**src/rtl/stone_plotter.sv**
```systemverilog
// Pixel-write initiator: turns one board-cell draw command into the 25-slot
// raster of x/y/colour/plot writes for a 5x5 stone or cursor ring.
module stone_plotter #(
  parameter int BOARD_N  = 15,
  parameter int ORIGIN_X = 28,
  parameter int ORIGIN_Y = 8,
  parameter int PITCH    = 7
) (
  input  logic       CLOCK_50,
  input  logic       resetn,
  input  logic       start,
  input  logic [3:0] row,
  input  logic [3:0] col,
  input  logic [2:0] colour_in,
  input  logic       mode,
  output logic       ready,
  output logic [7:0] x,
  output logic [6:0] y,
  output logic [2:0] colour,
  output logic       plot,
  output logic       done,
  output logic       err
);

  typedef enum logic [1:0] {
    IDLE = 2'd0,
    LOAD = 2'd1,
    SCAN = 2'd2,
    DONE = 2'd3
  } state_t;

  state_t     state_r;
  logic [3:0] row_r;
  logic [3:0] col_r;
  logic [2:0] colour_r;
  logic       mode_r;
  logic [7:0] bx_r;
  logic [6:0] by_r;
  logic [2:0] dx_r;
  logic [2:0] dy_r;

  logic       cmd_ok_s;
  logic [7:0] bx_s;
  logic [6:0] by_s;
  logic [2:0] nx_s;
  logic [2:0] ny_s;
  logic       last_s;

  // Stone skips the four box corners; ring keeps only the outer border.
  function automatic logic mask_f(input logic m, input logic [2:0] dx, input logic [2:0] dy);
    logic edge_x;
    logic edge_y;
    edge_x = (dx == 3'd0) || (dx == 3'd4);
    edge_y = (dy == 3'd0) || (dy == 3'd4);
    if (m) begin
      return edge_x || edge_y;
    end else begin
      return !(edge_x && edge_y);
    end
  endfunction

  // Command validity check on the live inputs (only used while idle).
  always_comb begin
    cmd_ok_s = ({1'b0, row} < 5'(BOARD_N)) && ({1'b0, col} < 5'(BOARD_N));
  end

  // Box corner computed at 9 bits, then truncated to the adapter widths.
  always_comb begin
    bx_s = 8'(9'(ORIGIN_X) + 9'(col_r) * 9'(PITCH) - 9'd2);
    by_s = 7'(9'(ORIGIN_Y) + 9'(row_r) * 9'(PITCH) - 9'd2);
  end

  // Next raster position, dx fastest.
  always_comb begin
    last_s = (dx_r == 3'd4) && (dy_r == 3'd4);
    if (dx_r == 3'd4) begin
      nx_s = 3'd0;
      ny_s = dy_r + 3'd1;
    end else begin
      nx_s = dx_r + 3'd1;
      ny_s = dy_r;
    end
  end

  // Command FSM with registered pixel-port outputs.
  always_ff @(posedge CLOCK_50 or negedge resetn) begin
    if (!resetn) begin
      state_r  <= IDLE;
      row_r    <= 4'd0;
      col_r    <= 4'd0;
      colour_r <= 3'd0;
      mode_r   <= 1'b0;
      bx_r     <= 8'd0;
      by_r     <= 7'd0;
      dx_r     <= 3'd0;
      dy_r     <= 3'd0;
      ready    <= 1'b1;
      x        <= 8'd0;
      y        <= 7'd0;
      colour   <= 3'd0;
      plot     <= 1'b0;
      done     <= 1'b0;
      err      <= 1'b0;
    end else begin
      case (state_r)
        IDLE: begin
          plot <= 1'b0;
          done <= 1'b0;
          err  <= 1'b0;
          if (start) begin
            if (cmd_ok_s) begin
              row_r    <= row;
              col_r    <= col;
              colour_r <= colour_in;
              mode_r   <= mode;
              ready    <= 1'b0;
              state_r  <= LOAD;
            end else begin
              err <= 1'b1;
            end
          end
        end
        LOAD: begin
          bx_r    <= bx_s;
          by_r    <= by_s;
          dx_r    <= 3'd0;
          dy_r    <= 3'd0;
          x       <= bx_s;
          y       <= by_s;
          colour  <= colour_r;
          plot    <= mask_f(mode_r, 3'd0, 3'd0);
          err     <= 1'b0;
          state_r <= SCAN;
        end
        SCAN: begin
          if (last_s) begin
            plot    <= 1'b0;
            done    <= 1'b1;
            state_r <= DONE;
          end else begin
            dx_r <= nx_s;
            dy_r <= ny_s;
            x    <= bx_r + 8'(nx_s);
            y    <= by_r + 7'(ny_s);
            plot <= mask_f(mode_r, nx_s, ny_s);
          end
        end
        DONE: begin
          plot    <= 1'b0;
          done    <= 1'b0;
          ready   <= 1'b1;
          state_r <= IDLE;
        end
        default: begin
          plot    <= 1'b0;
          done    <= 1'b0;
          err     <= 1'b0;
          ready   <= 1'b1;
          state_r <= IDLE;
        end
      endcase
    end
  end

endmodule

```
**config.mk**
```make
export PLATFORM = sky130hd
export DESIGN_NAME = stone_plotter
export DESIGN_NICKNAME = d
export VERILOG_FILES = /design/src/rtl/stone_plotter.sv
export SDC_FILE = /design/constraint.sdc
export NUM_CORES = 1
export LEC_CHECK = 0
export ABC_CLOCK_PERIOD_IN_PS = 3300
export CAP_MARGIN = 10
export CORE_ASPECT_RATIO = 0.9
export CORE_MARGIN = 10
export CORE_UTILIZATION = 55
export DETAILED_ROUTE_END_ITERATION = 6
export PLACE_DENSITY = 0.81
export SYNTH_ARGS = -nofsm -noshare
export SYNTH_HDL_FRONTEND = slang
export SYNTH_SLANG_ARGS = --single-unit
```
**constraint.sdc**
```tcl
create_clock -name CLOCK_50 -period 3.3 [get_ports CLOCK_50]
set_input_delay 0.99 -clock CLOCK_50 [delete_from_list [all_inputs] [get_ports CLOCK_50]]
set_output_delay 0.99 -clock CLOCK_50 [all_outputs]
set_load 0.05 [all_outputs]
```
==> summary.md <==
| Metric | Value |
|---|---|
| Detailed-route DRC error count | `0` |
| DR WL/cell | `about 16 um` |
| Clk root buf | `clkbuf_8` |
| Initial Util | `56.7%` |
| Crit path kind | `reg2reg` |
| Number of routed nets with antenna violations | `0` |
| Syn nets | `roughly 380` |
| Port bufs | `36` |
| Outcome | `finished clean` |
| Clock sink count | `57` |
| Asr flop ratio synth | `100%` |
| Slew margin rel. | `roughly half` |
| Cell Chain, Critical Path | `fa_1, fa_1, fa_1, a21o_1, a21oi_1, xnor2_1, mux2_2` |
| Slowest CP cell | `fa_1` |
| Hold-fix buffers, CTS | `0` |
| Overall Global Routing Usage | `16.0%` |
| Post-synth top area cell | `dfrtp_1` |
| Share of layout cells above drive strength 1 | `14.7%` |
| Post-route clock period utilization | `85.3%` |
| Vias in the first global route | `2,677` |
| Min-delay src | `x[2]$_DFFE_PN0P_` |
| Slew Limit Fails | `0` |
| Ant. Diodes | `0` |
| Worst min-delay path category | `reg2reg` |
| Yosys cell types | `43` |
| Main synth FF type | `dfrtp_1` |
| Postcts setup bufs | `0` |
| CP delay by family, top | `adder cells` |
| Vias per inst | `5.42` |
| Maximum fanout along the worst path | `5` |
| FMAX | `355 MHz` |
| Gpl congestion | `~0.82` |
| Clk buf depth | `2` |
| Crit path launch | `col_r[2]$_DFFE_PN0P_` |
| Die area | `9930 um2` |
| Largest net degree at the start of global routing | `between 50 and 60` |
| MaxCap Viol Count | `0` |
| Avg Inst Size Synth | `10.7 um2` |
| Most frequent cell on the critical path | `fa_1` |
| Routed WL | `7520 um` |
| Top-count cell post-synth | `dfrtp_1` |
| Yosys Warn Count | `0` |
| IO Pins | `37` |
| Critical path's largest stage delay | `520 ps` |
| Reg clk slew, reported paths | `around 60 ps` |
| Most instantiated cells after synthesis | `dfrtp_1 (56), ha_1 (35), inv_1 (31)` |
| RSZ-0062 raised after global routing | `no` |
| Drt initial violations | `140` |
| Aggregate global routing overflow | `0` |
| Post-DP HPWL | `5420 um` |
| Number of gates resized after cts | `0` |
| Number of synthesized register bits | `57` |
| Final hold violation count | `0` |
| CORE AREA | `6150 um2` |
| # setup viols final | `0` |
| Top-area cell type share of the netlist area | `about 40%` |
| Initial antenna violation count | `0` |
| Setup crit end kind | `flop` |
| Number of synthesized flops with an enable pin | `0` |
| Layout Area Growth over Synthesis | `19.0%` |
| Worst path arrival time | `3040 ps` |
| Routed vias | `~2.5k` |
| Skew-Pair Late Insertion Delay | `about 340 ps` |
| Clock Skew | `about 6.0 ps` |
| FP Rows | `27` |
| H-tree depth | `3` |
| Req. time, crit path | `3520 ps` |
| Die height | `95.6 um` |
| First-pass GRT wire length | `13,000 um` |
| Fin crit period | `~2800 ps` |
| 1st-pass router iterations | `4` |
| Syn Inst Count | `325` |
| Fillers | `489` |
| Ranking of synthesized cells by area | `dfrtp_1 (40%), ha_1 (13%), mux2_2 (9.0%)` |
| Horiz. Die Dim | `104 um` |
| Num CTS Buffers | `9` |
| Reg-to-Reg Start | `col_r[2]$_DFFE_PN0P_` |
| Worst-Margin Slew | `slightly above 700 ps` |
| Post-Syn Area | `~3500 um2` |
| Startpoint types | `flop` |
| Setup TNS | `0 ps` |
| Register area share after synthesis | `between 40% and 50%` |
| TritonCTS clock tree | `done` |
| Layout Nets | `~430` |
| CP bufs+invs | `0` |
## cell usage in the layout (no fill, tap or decap), types with 2 or more instances in the layout
master and instances:
clkbuf_8 11, nand4b_1 2, inv_1 31, o22a_1 2
clkinvlp_4 2, nand4_1 5, mux2i_1 4, a21oi_1 22
dfrtp_1 56, nor2b_1 3, o21a_1 2, o22ai_1 4
a21o_1 7, clkdlybuf4s50_1 35, a211oi_1 3, fa_1 9
a22o_1 2, ha_1 35, buf_4 5, o21ai_0 14
nor2_1 19, mux2_2 28, xor2_1 5, nand2_1 25
xnor2_1 14, nand3_1 6, bufinv_16 2
## cell type report
class / count / area (um2) / share of cell area, %
Multi-Input combinational cell: 227 / 1870 / 45.0
Sequential cell: 57 / 1430 / 34.4
Timing Repair Buffer: 41 / 393 / 9.46
Clock buffer: 12 / 155 / 3.74
Inverter: 32 / 125 / 3.01
Tap cell: 87 / 109 / 2.62
Clock inverter: 4 / 75.1 / 1.81
## metrics by stage
stage / utilization, % / cells / hold slack, ps / worst slack (ps) / area [um2]
2_1_floorplan: - / 325 / 474 / 716 / 3490
3_3_place_gp: 63.8 / 444 / 461 / 653 / 3920
3_5_place_dp: 63.8 / 444 / 470 / 563 / 3920
4_1_cts: 67.5 / 460 / 487 / 468 / 4150
5_1_grt: 67.5 / 460 / 497 / 272 / 4150
6_report: 67.5 / 460 / 486 / 485 / 4150
## layer usage
metal / share of wire, % / GRT usage (%) / wire length [um] / vias to the layer above
li1: - / - / - / 1203
met1: 44 / 19.6 / 3280 / 1198
met2: 48 / 26.6 / 3600 / 80
met3: 6.7 / 3.84 / 502 / 14
met4: 1.9 / 7.41 / 140 / 0
met5: 0 / 0 / 0 / -
## registers in the layout, indices dropped and copies added, names as in the netlist, 3 cells and up
signal	cells
bx_r	8
by_r	7
col_r	4
colour	3
colour_r	3
dx_r	3
dy_r	3
row_r	4
x	8
y	7
## worst reg2reg max path, delay by kind of cell, from the launching register on
family                   cells  cell delay (ps)
adder cells (fa/ha/maj)      3             1470
AO/OA/AOI/OAI                2              390
XOR/XNOR                     1              110
flip-flops                   1              460
multiplexers                 1              270
## kinds of logic (layout without fill, tap and decap cells)
group,Yosys count,in the layout,synth area share (%)
XOR/XNOR,19,19,4.77
AO/OA/AOI/OAI,64,64,11.7
AND/OR/NAND/NOR,68,68,9.18
multiplexers,32,32,10.2
flip-flops,57,57,40.9
adder cells (fa/ha/maj),44,44,17.7
buffers and inverters,41,89,5.56
## worst paths after layout
check	endpoint	slack, ps	cells past startpoint
min reg2reg	x[2]$_DFFE_PN0P_	490	2
min	x[2]$_DFFE_PN0P_	490	2
max reg2reg	bx_r[6]$_DFFE_PN0P_	480	7
max	bx_r[6]$_DFFE_PN0P_	480	7
max in group asynchronous	by_r[2]$_DFFE_PN0P_	2030	2
min in group asynchronous	x[5]$_DFFE_PN0P_	800	2
Power is not shown: default switching activity piles up to over one toggle a cycle in this logic, so the estimate is an artifact.
